File: config.mk
export PLATFORM = sky130hd
export DESIGN_NAME = spi_regfile_peripheral
export DESIGN_NICKNAME = d
export VERILOG_FILES = /design/src/rtl/spi_regfile_peripheral.sv
export SDC_FILE = /design/constraint.sdc
export NUM_CORES = 1
export LEC_CHECK = 0
export CORE_MARGIN = 2
export CORE_UTILIZATION = 56
export CTS_CLUSTER_SIZE = 28
export DETAILED_ROUTE_END_ITERATION = 6
export PLACE_DENSITY = 0.94
export SKIP_LAST_GASP = 1
export SYNTH_ARGS = -nofsm -noshare
export SYNTH_HDL_FRONTEND = slang
export SYNTH_SLANG_ARGS = --single-unit
File: constraint.sdc
create_clock -name clk -period 2.77 [get_ports clk]
set_input_delay 0.4155 -clock clk [delete_from_list [all_inputs] [get_ports clk]]
set_output_delay 0.4155 -clock clk [all_outputs]
set_load 0.05 [all_outputs]
File: src/rtl/spi_regfile_peripheral.sv
// spi_regfile_peripheral
//
// SPI mode-0 peripheral that gives an external controller read and write
// access to a bank of NUM_REGS control registers of DATA_W bits each.
// A frame is one nCS low period, MSB first:
//   R/W bit (1 = write) | ADDR_W address bits | DATA_W data bits
//
// Optional feature macro: SPI_READBACK_EN
//   defined   - read frames shift register contents out on CIPO
//   undefined - no transmit path, CIPO and cipo_oe held at 0, reads discarded
//
// Ports:
//   clk        in   system clock, all logic on rising edge
//   rst_n      in   synchronous active-low reset
//   nCS        in   SPI chip select, active-low (asynchronous to clk)
//   SCLK       in   SPI clock (asynchronous to clk)
//   COPI       in   controller-out data (asynchronous to clk)
//   CIPO       out  peripheral-out data
//   cipo_oe    out  output enable for the CIPO pad
//   regs_flat  out  register i at bits [i*DATA_W +: DATA_W]
//   wr_strobe  out  one-cycle pulse on bit i when register i is written

module spi_regfile_peripheral #(
  parameter int NUM_REGS = 5,
  parameter int ADDR_W   = 7,
  parameter int DATA_W   = 8
) (
  input  logic                         clk,
  input  logic                         rst_n,
  input  logic                         nCS,
  input  logic                         SCLK,
  input  logic                         COPI,
  output logic                         CIPO,
  output logic                         cipo_oe,
  output logic [NUM_REGS*DATA_W-1:0]   regs_flat,
  output logic [NUM_REGS-1:0]          wr_strobe
);

  localparam int FRAME_LEN = 1 + ADDR_W + DATA_W;
  localparam int CNT_W     = $clog2(FRAME_LEN + 1);

  // Bit-counter values: count before the last address bit, after the
  // command field, before the last data bit, and the saturation value.
  localparam logic [CNT_W-1:0] CNT_CMD_LAST  = CNT_W'(ADDR_W);
  localparam logic [CNT_W-1:0] CNT_CMD_DONE  = CNT_W'(1 + ADDR_W);
  localparam logic [CNT_W-1:0] CNT_DATA_LAST = CNT_W'(FRAME_LEN - 1);
  localparam logic [CNT_W-1:0] CNT_FULL      = CNT_W'(FRAME_LEN);

  typedef enum logic [1:0] {IDLE, CMD, DATA, DONE} state_t;

  state_t state, state_next;

  logic [1:0] ncs_sync, sclk_sync, copi_sync;
  logic       ncs_hist, sclk_hist, copi_hist;
  logic       ncs_fall, ncs_rise, sclk_rise, sclk_fall;

  logic [CNT_W-1:0]     bit_cnt;
  logic [FRAME_LEN-2:0] rx_shift;
  logic [FRAME_LEN-1:0] rx_next;
  logic [ADDR_W-1:0]    wr_addr;
  logic [DATA_W-1:0]    wr_data;

  logic take_bit, commit_wr, clear_frame;

  // Two-flop synchronisers plus a history flop per pin. The edge flags are
  // registered, so an edge is acted on by the FSM on the 4th clk rising
  // edge after the pin transition.
  always_ff @(posedge clk) begin
    if (!rst_n) begin
      ncs_sync  <= 2'b11;
      sclk_sync <= 2'b00;
      copi_sync <= 2'b00;
      ncs_hist  <= 1'b1;
      sclk_hist <= 1'b0;
      copi_hist <= 1'b0;
      ncs_fall  <= 1'b0;
      ncs_rise  <= 1'b0;
      sclk_rise <= 1'b0;
      sclk_fall <= 1'b0;
    end else begin
      ncs_sync  <= {ncs_sync[0], nCS};
      sclk_sync <= {sclk_sync[0], SCLK};
      copi_sync <= {copi_sync[0], COPI};
      ncs_hist  <= ncs_sync[1];
      sclk_hist <= sclk_sync[1];
      copi_hist <= copi_sync[1];
      ncs_fall  <= ~ncs_sync[1] &  ncs_hist;
      ncs_rise  <=  ncs_sync[1] & ~ncs_hist;
      sclk_rise <=  sclk_sync[1] & ~sclk_hist;
      sclk_fall <= ~sclk_sync[1] &  sclk_hist;
    end
  end

  // Frame contents including the bit being sampled this cycle.
  assign rx_next = {rx_shift, copi_hist};
  assign wr_addr = rx_next[DATA_W +: ADDR_W];
  assign wr_data = rx_next[DATA_W-1:0];

  always_ff @(posedge clk) begin
    if (!rst_n) state <= IDLE;
    else        state <= state_next;
  end

  // A commit raised together with an nCS rising edge still happens; only
  // the state is forced back to IDLE.
  always_comb begin
    state_next  = state;
    take_bit    = 1'b0;
    commit_wr   = 1'b0;
    clear_frame = 1'b0;
    unique case (state)
      IDLE: begin
        if (ncs_fall) begin
          state_next  = CMD;
          clear_frame = 1'b1;
        end
      end
      CMD: begin
        if (sclk_rise) begin
          take_bit = 1'b1;
          if (bit_cnt == CNT_CMD_LAST) state_next = DATA;
        end
      end
      DATA: begin
        if (sclk_rise) begin
          take_bit = 1'b1;
          if (bit_cnt == CNT_DATA_LAST) begin
            state_next = DONE;
            commit_wr  = rx_next[FRAME_LEN-1];
          end
        end
      end
      DONE: begin
        state_next = DONE;
      end
    endcase
    if (ncs_rise) state_next = IDLE;
  end

  // Receive shift register, saturating bit counter and the register bank.
  // Out-of-range addresses match no register, so they write nothing.
  always_ff @(posedge clk) begin
    if (!rst_n) begin
      bit_cnt   <= '0;
      rx_shift  <= '0;
      regs_flat <= '0;
      wr_strobe <= '0;
    end else begin
      wr_strobe <= '0;
      if (clear_frame) begin
        bit_cnt  <= '0;
        rx_shift <= '0;
      end else if (take_bit) begin
        rx_shift <= rx_next[FRAME_LEN-2:0];
        if (bit_cnt != CNT_FULL) bit_cnt <= bit_cnt + 1'b1;
      end
      if (commit_wr) begin
        for (int i = 0; i < NUM_REGS; i++) begin
          if (wr_addr == ADDR_W'(i)) begin
            regs_flat[i*DATA_W +: DATA_W] <= wr_data;
            wr_strobe[i]                  <= 1'b1;
          end
        end
      end
    end
  end

`ifdef SPI_READBACK_EN
  logic [DATA_W-1:0] tx_shift, tx_load_val;
  logic              load_tx, shift_tx;

  // Load happens on every CMD->DATA step; writes load zero so CIPO stays
  // quiet during their data phase. The first falling edge after the load
  // must not shift, otherwise the MSB would be lost before the controller
  // samples it, hence the counter test on shift_tx.
  assign load_tx  = (state == CMD) && sclk_rise && (bit_cnt == CNT_CMD_LAST);
  assign shift_tx = (state == DATA) && sclk_fall && (bit_cnt > CNT_CMD_DONE);

  always_comb begin
    tx_load_val = '0;
    if (!rx_next[ADDR_W]) begin
      for (int i = 0; i < NUM_REGS; i++) begin
        if (rx_next[ADDR_W-1:0] == ADDR_W'(i)) tx_load_val = regs_flat[i*DATA_W +: DATA_W];
      end
    end
  end

  always_ff @(posedge clk) begin
    if (!rst_n) begin
      tx_shift <= '0;
    end else if (load_tx) begin
      tx_shift <= tx_load_val;
    end else if (shift_tx) begin
      tx_shift <= {tx_shift[DATA_W-2:0], 1'b0};
    end
  end

  assign CIPO    = (state == DATA) ? tx_shift[DATA_W-1] : 1'b0;
  assign cipo_oe = ~ncs_sync[1];
`else
  assign CIPO    = 1'b0;
  assign cipo_oe = 1'b0;
`endif

endmodule

Word level (Yosys, flattened, before mapping)
Index checks and enable logic that the tools add are counted.
- eq/ne operators: 15
- bitwise gates (word level): 7
- $mul: 0
- shift operators: 0
- add/subtract/negate cells: 1
- order comparisons: 0
- muxes and demuxes: 18
- reductions and logical operators: 13
- divide/modulo/power cells: 0
- operators by type and width (operator ; number):
    == test 7 x 2 -> 1 bit (second input constant) ; 2
    AND reduction 2 bit ; 7
    2-to-1 mux 1 bit ; 12
    2-to-1 mux 2 bit ; 5
    inequality test 2 bit (second input constant) ; 5
    one-hot mux 2 bit (4 select lines) ; 1
    == test 7 x 1 -> 1 bit (second input constant) ; 1
    == test 7 x 3 -> 1 bit (second input constant) ; 1
    logical NOT 7 bit ; 1
    OR reduction 2 bit ; 3
    adder 5 x 1 -> 5 bit (second input constant) ; 1
    == test 5 x 3 -> 1 bit (second input constant) ; 1
    == test 5 x 4 -> 1 bit (second input constant) ; 1
    inequality test 5 bit (second input constant) ; 1
    AND reduction 5 bit ; 1
    == test 2 bit (second input constant) ; 2
    inverter 1 bit ; 4
    bitwise AND 1 bit ; 3
    == test 2 x 1 -> 1 bit (second input constant) ; 1
    logical NOT 2 bit ; 1
- memories: 0
- bits in latches: 0
- output and inout port bits: 47
- logic and storage cells: 72
- ROM bits: 0
- RAM bits: 0
- register bits after elaboration: 79

Logic depth before layout (Yosys ltp)
Gate-level depths: netlist of run 1.
- depth after elaboration: 5
- gate-level depth with buffers: 8
- gate-level depth less buffers: 7

Worst setup path before layout of run 1
Ideal clock, no wire load.
- path kind: flip-flop to flip-flop
- start: register bit_cnt[0]
- end: register regs_flat[0]
- cell stages (with the launch flop): 7
- path buffers: 0
- setup time: 0.072 ns
- required time: 2.698 ns
- path slack: 0.919 ns
- arrival: 1.779 ns
- cells stage by stage: dfxtp_1 > ha_1 > and3_1 > ha_1 > nand4_4 > nor4_4 > mux2i_1
- word-level cells in the longest chain between the ends: 5
- RTL lines (item ; RTL line ; RTL):
    start, declared ; 57 ; logic [CNT_W-1:0] bit_cnt;
    start signal, assigned ; 155 ; if (bit_cnt != CNT_FULL) bit_cnt <= bit_cnt + 1'b1;
    == test 5 x 4 -> 1 bit ; 127 ; if (bit_cnt == CNT_DATA_LAST) begin
    2-to-1 mux 1 bit ; 127 ;
    2-to-1 mux 1 bit ; 125 ; if (sclk_rise) begin
    2-to-1 mux 1 bit ; 111 ; unique case (state)
    AND reduction 2 bit (no source line) ; -- ;
    end signal, assigned by index ; 160 ; regs_flat[i*DATA_W +: DATA_W] <= wr_data;
    end, declared ; 35 ; output logic [NUM_REGS*DATA_W-1:0] regs_flat,
No other way between the ends.
A chain may end at the register's enable or synchronous reset.

Final worst setup path of run 1
Ends and elaborated chain as after synthesis.

==> results of run 1 <==
==> placed cells by master, fill, tap and decap left out, types with 2 or more instances in the layout <==
master,count
clkinvlp_4,2
ha_1,6
clkbuf_8,10
xnor2_1,2
inv_1,8
nor2b_1,3
buf_4,2
a21oi_1,18
and3_1,3
nor3_4,3
and2_1,7
clkinv_2,3
nor3_1,2
nor3b_1,2
dfxtp_1,79
mux2i_1,41
clkdlybuf4s50_1,49
nand2b_1,6
nand2_1,76
conb_1,2
nor2_1,18
==> power by group through the flow <==
stage	clock network, uW	registers [uW]	logic [uW]
after floorplan	0	1190	128
after global placement	0	1190	152
after detailed placement	0	1190	155
after CTS	864	1170	156
after global routing	904	1170	176
final	854	1170	156
==> cell families after synthesis <==
kind of cell,count (synthesis),share of synthesized area
adder cells (fa/ha/maj),6,0.0253
buffers and inverters,26,0.0370
AO/OA/AOI/OAI,23,0.0446
XOR/XNOR,3,0.00884
flip-flops,79,0.532
AND/OR/NAND/NOR,126,0.213
other,1,0.00126
multiplexers,41,0.138
==> metrics by stage <==
step	power (uW)	worst slack, ns	std cells	area [um2]	hold WS [ns]
3_3_place_gp	1340	0.738	410	3490	0.372
6_report	2180	0.621	426	3690	0.409
2_1_floorplan	1320	0.919	306	2980	0.367
4_1_cts	2190	0.599	426	3690	0.408
3_5_place_dp	1350	0.607	410	3490	0.392
5_1_grt	2250	0.392	426	3690	0.406
==> final cells by class <==
| class | instances | area share |
|---|---|---|
| clock buffer | 10 | 0.0373 |
| clock inverter | 6 | 0.0163 |
| inverter | 9 | 0.00915 |
| multi-input combinational | 201 | 0.348 |
| sequential | 79 | 0.428 |
| tap | 70 | 0.0237 |
| timing repair buffer | 51 | 0.137 |
==> routing by layer <==
metal  vias up  share of wire  track usage
met5         -              0            0
met3        15          0.039       0.0365
li1       1089              -            -
met4         0          0.030        0.140
met1      1047           0.43        0.275
met2        53           0.50        0.361
==> critical path, cell delays in order (launching register included) <==
cell and delay (ns):
dfxtp_1 0.39, ha_1 0.23, and3_1 0.18, ha_1 0.20
nand4_4 0.18, nor4_4 0.62, mux2i_1 0.27
==> cell usage after synthesis (4+ instances only) <==
cell type   n  area share
a21oi_1    18       0.030
and2_1      7       0.015
buf_2       4      0.0067
clkbuf_1   11       0.014
dfxtp_1    79        0.53
ha_1        6       0.025
inv_1       8       0.010
mux2i_1    41        0.14
nand2_1    76       0.096
nand2b_1    6       0.013
nor2_1     18       0.023
==> sequential cells by signal, summed over array words and instances, names as in the netlist, 2 cells and up <==
signal	count
regs_flat	40
wr_strobe	5
rx_shift	15
state	2
sclk_sync	2
bit_cnt	5
ncs_sync	2
copi_sync	2
==> how the worst min path moves through the flow <==
stage / from / end / slack, ns / cells after the start
floorplan: sclk_hist / sclk_rise / 0.37 / 1
global placement: sclk_hist / sclk_rise / 0.37 / 1
detailed placement: ncs_sync[0] / ncs_sync[1] / 0.39 / 1
CTS: sclk_hist / sclk_rise / 0.41 / 1
global route: sclk_hist / sclk_rise / 0.41 / 1
finish: ncs_sync[0] / ncs_sync[1] / 0.41 / 1
==> flow_summary.ini, run 1 <==
[status]
status = completed

[sta]
worst_pin_slew_ns = 0.760
setup_viol = 0
slew_headroom = 0.489
fmax_mhz = 465
fin_setup_tns_ns = 0
period_share = 0.776
final_max_slew_viol_count = 0
rsz0062_at_grt = no
skew_ns = 0.00949
hold_viol_final = 0
finalCriticalPeriod_ns = 2.15

[routing]
viasPerCell = 5.17
wl_um = 6110
dr.pass1.iters = 4
drc = 0
drtIter0Drc = 121
vias = 2204
ant_nets = 0
wl_per_cell_um = 14.3

[power]
power.internal_uw = 1650
vdd_drop_max_mv = 0.410
power_leakage_uw = 0.00133
p_comb_frac = 0.072
switchingPower_uw = 526
seq_power_share = 0.536
power_switching_share = 0.242
power_density_nw_per_um2 = 590
clock_power_share = 0.392

[cts]
clk_pin_slew_ns = 0.08
cts_tree = built
cts_resized = 0
hold_buffers = 0
htreeDepth = 3
cts_buffers = 9
cts-root-buf = clkbuf_8
cts.sinks = 79
post_cts_buffers = 0
cts_max_path_buffers = 2
worstSkewPairLatency_ns = 0.35

[layout]
seq_area_um2 = 1580
final_util = 0.723
antenna_cells = 0
fillers = 377
nets = 362
multi_input_area_um2 = 1280
drive_above_1_share = 0.0702
syn2layout_area_growth_pct = 24.2

[synthesis]
netlist_instances = 305
synth_area_um2 = 2970
ys_seq_area_frac = 0.532
synth_edf_count = 0
ys_types = 32
avgSynthCellArea_um2 = 9.75
async_reset_ff_frac = 0
synth_warnings = 0
ys.flop_type = dfxtp_1
ys_seq_elements = 79

[min_path]
min_path_type = flip-flop to flip-flop

[worst_setup_path]
crit_start = bit_cnt[0]
ff2ff_setup_slack_ns = 0.62
crit_type = flip-flop to flip-flop
required_ns = 3.05
timing.rr.start = bit_cnt[0]
crit_fanout = 8
reg2reg_depth = 6
end_kind = flip-flop
crit_path_end = regs_flat[0]
critPathLaunchType = flip-flop
cp_data_arrival_time_ns = 2.43
r2r_end = regs_flat[0]

[grt]
grt_max_degree = 53
grt_pass1_wl_um = 10200
first_global_vias = 2101
grt-ovfl-total = 0
antenna_found_initial = 0
grt.total_usage = 0.222

[floorplanning]
io_pins = 52
core-area_um2 = 5110
start_util = 0.582
dieArea_um2 = 5910
fp.dieH_um = 76.9
die_w_um = 76.9
fp-row-count = 26

[flow_run]
drv_cap = 0

[placement]
dp.final_hpwl_um = 4130
portBuffers = 49
gp_congestion = 0.810
Power figures use the tool's default switching activity.
==> run 2, diff against run 1 <==
Settings changed: CORE_UTILIZATION 56 to 52, PLACE_DENSITY 0.94 to 0.89.
Clock period 2.77 ns to 2.2 ns, I/O delays scaled along.
==> run 2 against run 1 <==
Effect of this change: non-clock buffer count up 11; via count is 0.64% higher; final area is 3.3% higher; setup slack got worse by 0.35 ns; total power rose by 27%; combinational power rose by 35%; flip-flop and latch count unchanged; sequential power is 26% higher; largest power group unchanged; highest routed layer unchanged.
==> flow_summary.ini, run 2 (synthesized netlist as in run 1, its figures left out) <==
[layout]
postLayoutCellArea_um2 = 3810
fillers = 415
final_util = 0.692
top_register = regs_flat
antenna_cells = 0
largest_reg_flops = 40
drive_above_1_share = 0.0981
mostFrequentLayoutCell = dfxtp_1
reg_top3 = regs_flat (40), rx_shift (15)
nets = 373
syn2layout_area_growth_pct = 28.2
final_cell_mix = dfxtp_1, nand2_1, clkdlybuf4s50_1

[grt]
antenna_found_initial = 0
grt.total_usage = 0.205
grt-ovfl-total = 0
grt_pass1_wl_um = 9910
first_global_vias = 2176
top_usage_layer = met2
use_met3 = 0.0520
grt_use_met1 = 0.249
use_met2 = 0.341
grt_max_degree = 52

[power]
p_comb_frac = 0.076
power_leakage_uw = 0.00140
power_density_nw_per_um2 = 727
vdd_drop_max_mv = 0.490
power_switching_share = 0.234
seq_power_share = 0.530
power.internal_uw = 2120
switchingPower_uw = 647
clock_power_share = 0.394

[sta]
setup_viol = 0
rsz0062_at_grt = no
finalCriticalPeriod_ns = 1.93
period_share = 0.877
worst_pin_slew_ns = 0.621
fin_setup_tns_ns = 0
hold_viol_final = 0
slew_headroom = 0.585
skew_ns = 0.00564
final_max_slew_viol_count = 0
fmax_mhz = 518

[placement]
gp_congestion = 0.763
dp.final_hpwl_um = 4190
portBuffers = 49
placed_area_um2 = 3580

[routing]
wl_um = 6020
drtIter0Drc = 134
viasPerCell = 5.05
ant_nets = 0
wl_per_cell_um = 13.7
dr.pass1.iters = 4
vias = 2218
drc = 0

[worst_setup_path]
critPathBufInv = 1
critPathLaunchType = flip-flop
cp_top_family = simple AND/OR/NAND/NOR gates
path_cells = ha_1 > and3_1 > ha_1 > nand4_4 > nor4_4 > buf_4 > mux2i_1
cpPeakStageDelay_ns = 0.41
crit_fanout = 5
crit_type = flip-flop to flip-flop
critPathSlowestCell = dfxtp_1
required_ns = 2.48
end_kind = flip-flop
cp_common_cell = ha_1
cp_data_arrival_time_ns = 2.21

[floorplanning]
fp-row-count = 27
io_pins = 52
dieArea_um2 = 6340
die_w_um = 79.6
start_util = 0.540
fp.dieH_um = 79.6
core-area_um2 = 5510

[flow_run]
drv_cap = 0

[cts]
cts_buffers = 9
cts_tree = built
cts_max_path_buffers = 2
worstSkewPairLatency_ns = 0.35
htreeDepth = 3
cts.sinks = 79
clk_pin_slew_ns = 0.08
cts-root-buf = clkbuf_8

[min_path]
min_path_type = flip-flop to flip-flop

[status]
status = completed
-- run 2: timing repair --
action,in CTS,in global routing
endpoints found under the setup margin,0,3
resized for setup,0,0
setup buffers,0,1
hold buffers,0,0
-- run 2: final timing paths --
| kind | startpoint | endpoint | slack, ns | cells after the start |
|---|---|---|---|---|
| max | bit_cnt[0] | regs_flat[4] | 0.27 | 7 |
| min | sclk_hist | sclk_rise | 0.39 | 1 |
| min reg2reg | sclk_hist | sclk_rise | 0.39 | 1 |
| max reg2reg | bit_cnt[0] | regs_flat[4] | 0.27 | 7 |
-- run 2: cell type report --
class                   count  area [um2]  area share
clock inverters             5        56.3      0.0148
clock buffers              11         151      0.0397
well taps                  72        90.1      0.0236
flip-flops and latches     79        1580       0.415
inverters                   9        33.8     0.00886
multi-input cells         201        1280       0.337
repair buffers             62         613       0.161
-- run 2: power groups by stage --
stage          combinational (uW)  clock (uW)  sequential [uW]
2_1_floorplan                 162           0             1500
5_1_grt                       240        1180             1470
3_5_place_dp                  207           0             1500
3_3_place_gp                  197           0             1500
4_1_cts                       212        1110             1470
6_report                      211        1090             1470
-- run 2: stage by stage --
step	std cells	total power, uW	hold slack, ns	setup slack, ns
floorplan	306	1660	0.367	0.349
global placement	422	1700	0.374	0.295
detailed placement	422	1710	0.380	0.142
CTS	438	2790	0.393	0.0610
global route	439	2890	0.420	0.139
finish	439	2770	0.392	0.270
-- run 2: routing by layer --
metal	wire length, um	part of all wire
met5	0	0
met4	100	0.017
met2	2990	0.50
met1	2630	0.44
met3	300	0.050
-- run 2: worst reg2reg max path: cells and delay by family, from the launching register on --
family                   cells  cell delay [ns]
buffers and inverters        1             0.22
flip-flops                   1             0.41
adder cells (fa/ha/maj)      2             0.44
AND/OR/NAND/NOR              3             0.61
multiplexers                 1             0.19
==> RTL change 1: new RTL, settings of run 1 <==
Add a define of `SPI_READBACK_EN`.
--- a/src/rtl/spi_regfile_peripheral.sv
+++ b/src/rtl/spi_regfile_peripheral.sv
@@ -19,6 +19,8 @@
 //   cipo_oe    out  output enable for the CIPO pad
 //   regs_flat  out  register i at bits [i*DATA_W +: DATA_W]
 //   wr_strobe  out  one-cycle pulse on bit i when register i is written
+
+`define SPI_READBACK_EN
 
 module spi_regfile_peripheral #(
   parameter int NUM_REGS = 5,
Behaviour: not the same (a bounded check fails within 4 cycles, from zero or initial values and one cycle with rst_n low).
==> RTL change 1 against run 1 <==
Synthesized cell count increased by 33%. Critical path depth is 2 lower. Sequential cell count up 9. Via count grew 42%. Cell count increased by 23%. Total power up 12%. Non-clock buffer count is 5 higher. Synthesized area rose by 26%. Routed wire length rose by 48%. Cell area increased by 21%. Global-route usage increased by 3.7 points. Setup slack worse by 270 ps.
==> RTL change 1: results (changes against run 1) <==
outcome=finished, final reports clean; pre-CTS WS=525 ps (-82.0 ps); IO buf count=51 (+4.1%); final net count=455 (+26%); R2R Setup Slk=500 ps (-120 ps); fillcell total=435 (+15%); share of cells above drive strength 1=8.69% (+1.7 points); Clock buf/inv share=4.51% (-0.84 points); Reg-to-Reg End=regs_flat[32]; WP data arrival=2000 ps (-430 ps); vias in the first global route=2,988 (+42%); per-cell routed wire length=17.2 µm (+20%); DR WL met2=4460 µm (+46%); power share of the sequential group=53.5% (about the same); sequential cell area share=39.5% (-3.4 points); M3 GR Usage=6.64% (+3.0 points); met2 Use GR=42.1% (+6.0 points); vias per cell=5.96 (+15%); NonClk Buf Share=12.2% (-1.5 points); Final Cycle Share=87.2% (+9.7 points); r2r worst-path depth=7 (+1); Placed Cells incl. Taps=510 (+24%); Worst Path Max Fanout=5 (-3); first-pass GRT wire length=14,800 µm (+44%); met1 wire length=3870 µm (+46%); nonclk buf count=56 (+9.8%); internal power=1.78 mW (+8.0%); HPWL after detailed placement=6160 µm (+49%); Largest regs=regs_flat: 40 flops, rx_shift: 15 flops, tx_shift: 8 flops; post-synthesis sequential area ratio=47.2% (-6.0 points); hold depth=2 (+1); CTS sink cnt=88 (+11%); commonest cells in the netlist=88 x dfxtp_1, 63 x nand2_1, 46 x mux2i_1; maximum number of pins on one net before global-route repair=40 (-25%); PD cells=544 nW/µm² (-7.7%); Hold Path End=ncs_hist; met1 Use GR=32.8% (+5.4 points); initial DRC count=226 (+87%); peak supply drop=328 µV (-20%); ranking of synthesized cells by area=dfxtp_1 47%, mux2i_1 12%, nand2_1 6.3%; Hold Startpoint=rst_n; leak pwr=1.58 nW (+20%); clk_lat worst skew=370 ps (+20 ps); Worst Setup SP=state[0]; wirelength, routed=9070 µm (+48%); Mapped Avg Cell Area=9.18 µm² (-5.9%); Yosys cell types=48 (+50%); Pre-antenna DRT Iters=5 (+1); clock power share=37.7% (-1.5 points)
## RTL change 1: cell types whose count changed after synthesis, moves of 7 or more
| cell | run 1 | this run |
|---|---|---|
| dfxtp_1 | 79 | 88 |
| o221a_2 | 0 | 7 |
| nor2_1 | 18 | 32 |
| nand3_1 | 0 | 10 |
| nand2_1 | 76 | 63 |
| clkbuf_1 | 11 | 23 |
| a21oi_1 | 18 | 25 |
| o31a_1 | 0 | 7 |
| o21ai_0 | 0 | 15 |
## RTL change 1: cells by family (layout without fill, tap and decap cells)
logic type               after synthesis  after routing  share of synthesized area (%)
buffers and inverters                 41             83                           4.49
AND/OR/NAND/NOR                      149            149                           19.6
XOR/XNOR                               3              3                          0.704
flip-flops                            88             88                           47.2
AO/OA/AOI/OAI                         73             73                           13.4
adder cells (fa/ha/maj)                6              6                           2.01
multiplexers                          47             47                           12.6
==> RTL change 2: new RTL, config.mk and constraints of run 1 <==
Made on the original files. Register the output `wr_strobe` once more; this adds one clock of latency there. The other outputs are not delayed to match. Comments in the files are not updated.
--- a/src/rtl/spi_regfile_peripheral.sv
+++ b/src/rtl/spi_regfile_peripheral.sv
@@ -47,6 +47,8 @@
   localparam logic [CNT_W-1:0] CNT_FULL      = CNT_W'(FRAME_LEN);
 
   typedef enum logic [1:0] {IDLE, CMD, DATA, DONE} state_t;
+
+  logic [NUM_REGS-1:0] wr_strobe_s0;
 
   state_t state, state_next;
 
@@ -144,9 +146,9 @@
       bit_cnt   <= '0;
       rx_shift  <= '0;
       regs_flat <= '0;
-      wr_strobe <= '0;
+      wr_strobe_s0 <= '0;
     end else begin
-      wr_strobe <= '0;
+      wr_strobe_s0 <= '0;
       if (clear_frame) begin
         bit_cnt  <= '0;
         rx_shift <= '0;
@@ -158,7 +160,7 @@
         for (int i = 0; i < NUM_REGS; i++) begin
           if (wr_addr == ADDR_W'(i)) begin
             regs_flat[i*DATA_W +: DATA_W] <= wr_data;
-            wr_strobe[i]                  <= 1'b1;
+            wr_strobe_s0[i]                  <= 1'b1;
           end
         end
       end
@@ -202,5 +204,9 @@
   assign cipo_oe = 1'b0;
 `endif
 
+  always_ff @(posedge clk) begin
+    wr_strobe <= wr_strobe_s0;
+  end
+
 endmodule
 
Check against the original RTL: same outputs for any inputs over 10 cycles, from zero or initial values and one cycle with rst_n low; that may be too few to reach the edited logic, so the function may still have changed.
==> RTL change 2 against run 1 <==
Total power increased by 8.6%. Fmax decreased by 11%. Setup slack got worse by 270 ps. Sequential cell count increased by 5. Routed wire length increased by 10%. Synthesized area increased by 3.5%. Cell area increased by 2.8%. Critical endpoint is now regs_flat[2]. Largest cell class unchanged. Highest routed layer unchanged.
==> RTL change 2: results (changes against run 1) <==
commonest cells in the netlist=84 x dfxtp_1, 76 x nand2_1, 41 x mux2i_1; maximum number of pins on one net before global-route repair=34 (-36%); RePlAce Congestion=0.766 (-5.4%); R2R Setup Slk=350 ps (-270 ps); clock skew=6.10 ps (-3.39 ps); hold depth=0 (-1); Critical R2R Launch=bit_cnt[0]; CTS Root Cell=clkbuf_8; peak supply drop=473 µV (+15%); Worst Setup SP=bit_cnt[0]; first-pass GRT wire length=11,200 µm (+9.1%); outcome=finished, final reports clean; WP data arrival=2710 ps (+280 ps); gr usage total=24.0% (+1.7 points); Worst Path Max Fanout=8 (unchanged); leak pwr=1.34 nW (+1.3%); Yosys cell types=32 (unchanged); share of cells above drive strength 1=7.24% (+0.22 points); IO buf count=49 (unchanged); ranking of synthesized cells by area=dfxtp_1 55%, mux2i_1 13%, nand2_1 9.3%; Pre-antenna DRT Iters=5 (+1); Hold Slack=331 ps (-78.8 ps); post-synthesis sequential area ratio=54.6% (+1.4 points); Synth Flop Type=dfxtp_1; CTS Buf Count=9 (unchanged); clk_lat worst skew=360 ps; Hold Path End=wr_strobe[2]; initial antenna violation count=0 (unchanged); Largest regs=regs_flat: 40 flops, rx_shift: 15 flops; async set-reset flop share out of synthesis=0% (unchanged); wirelength, routed=6720 µm (+10%); final net count=365 (+0.83%); maxcap violations=0 (unchanged); HP Class=reg -> reg; Max-slew headroom=50.2% (+1.3 points); r2r worst-path depth=7 (+1); clock-pin slew on the worst setup and hold paths=80 ps (about the same); Hold Startpoint=wr_strobe_s0[2]; Post-CTS Setup Bufs=0 (unchanged); fillcell total=343 (-9.0%); Hold Fails Final Rpt=0 (unchanged); initial DRC count=133 (+9.9%); HPWL after detailed placement=4080 µm (-1.0%); Reg-to-Reg End=regs_flat[2]; CTS max path bufs=2 (unchanged); post-CTS sizing=0 (unchanged); n_diodes=0 (unchanged); CTS H-tree depth=3 (unchanged); Synth Warn #=0 (unchanged); vias per cell=5.31 (+2.6%)
==> RTL change 2: cell types whose count changed after synthesis, sizes merged, moves of 2 or more <==
cell,before,now
nor2,18,8
nor2b,3,10
dfxtp,79,84
clkbuf,11,15
or3b,0,2
==> RTL change 2: critical path, stage by stage, from the launching register on <==
cell and delay, ps:
dfxtp_1 410, ha_1 230, and3_1 180, ha_1 160
nand4_1 130, or2_1 360, nor4_4 600, mux2i_1 280
==> RTL change 2: layout make-up <==
cell class / instances / area (µm²) / share of cell area [%]
tap: 70 / 87.6 / 2.31
sequential: 84 / 1680 / 44.3
clock inverter: 6 / 87.6 / 2.31
multi-input combinational: 200 / 1270 / 33.5
inverter: 8 / 30.0 / 0.791
timing repair buffer: 51 / 500 / 13.2
clock buffer: 10 / 138 / 3.63
==> RTL change 2: power by group <==
group / internal, mW / leakage [nW] / switching, mW
sequential: 1.23 / 0.679 / 0.0116
clock: 0.530 / 0.105 / 0.439
combinational: 0.0609 / 0.560 / 0.0957
==> RTL change 2: worst max-delay path by stage <==
| stage | end | cells after the start |
|---|---|---|
| 6_report | regs_flat[2] | 7 |
| 5_1_grt | regs_flat[2] | 7 |
| 4_1_cts | regs_flat[2] | 7 |
| 3_5_place_dp | regs_flat[2] | 7 |
| 3_3_place_gp | regs_flat[12] | 7 |
| 2_1_floorplan | regs_flat[13] | 9 |
==> RTL change 2: kinds of logic (layout without fill, tap and decap cells) <==
logic type | Yosys count | count (layout) | share of synthesized area (%)
buffers and inverters | 28 | 75 | 4.19
other | 1 | 2 | 0.122
DFF | 84 | 84 | 54.6
and+or+nand+nor | 125 | 125 | 20.1
muxes | 41 | 41 | 13.3
adders and majority gates | 6 | 6 | 2.44
AOI/OAI and AO/OA | 23 | 23 | 4.31
xor gates and xnor gates | 3 | 3 | 0.854
==> RTL change 2: through the flow <==
step	instances	setup slack, ps	cell area (µm²)	total power [mW]
after floorplan	312	604	3080	1.39
after global placement	413	536	3570	1.41
after detailed placement	413	448	3570	1.42
after CTS	429	364	3800	2.37
after global routing	429	172	3800	2.45
final	429	352	3800	2.36
==> RTL change 2: per-layer routing <==
| layer | track usage (%) | vias to the layer above | part of all wire (%) |
|---|---|---|---|
| met5 | 0 | - | 0 |
| li1 | - | 1101 | - |
| met1 | 26.4 | 1083 | 40 |
| met4 | 15.4 | 0 | 2.9 |
| met3 | 4.60 | 20 | 4.8 |
| met2 | 42.1 | 73 | 53 |
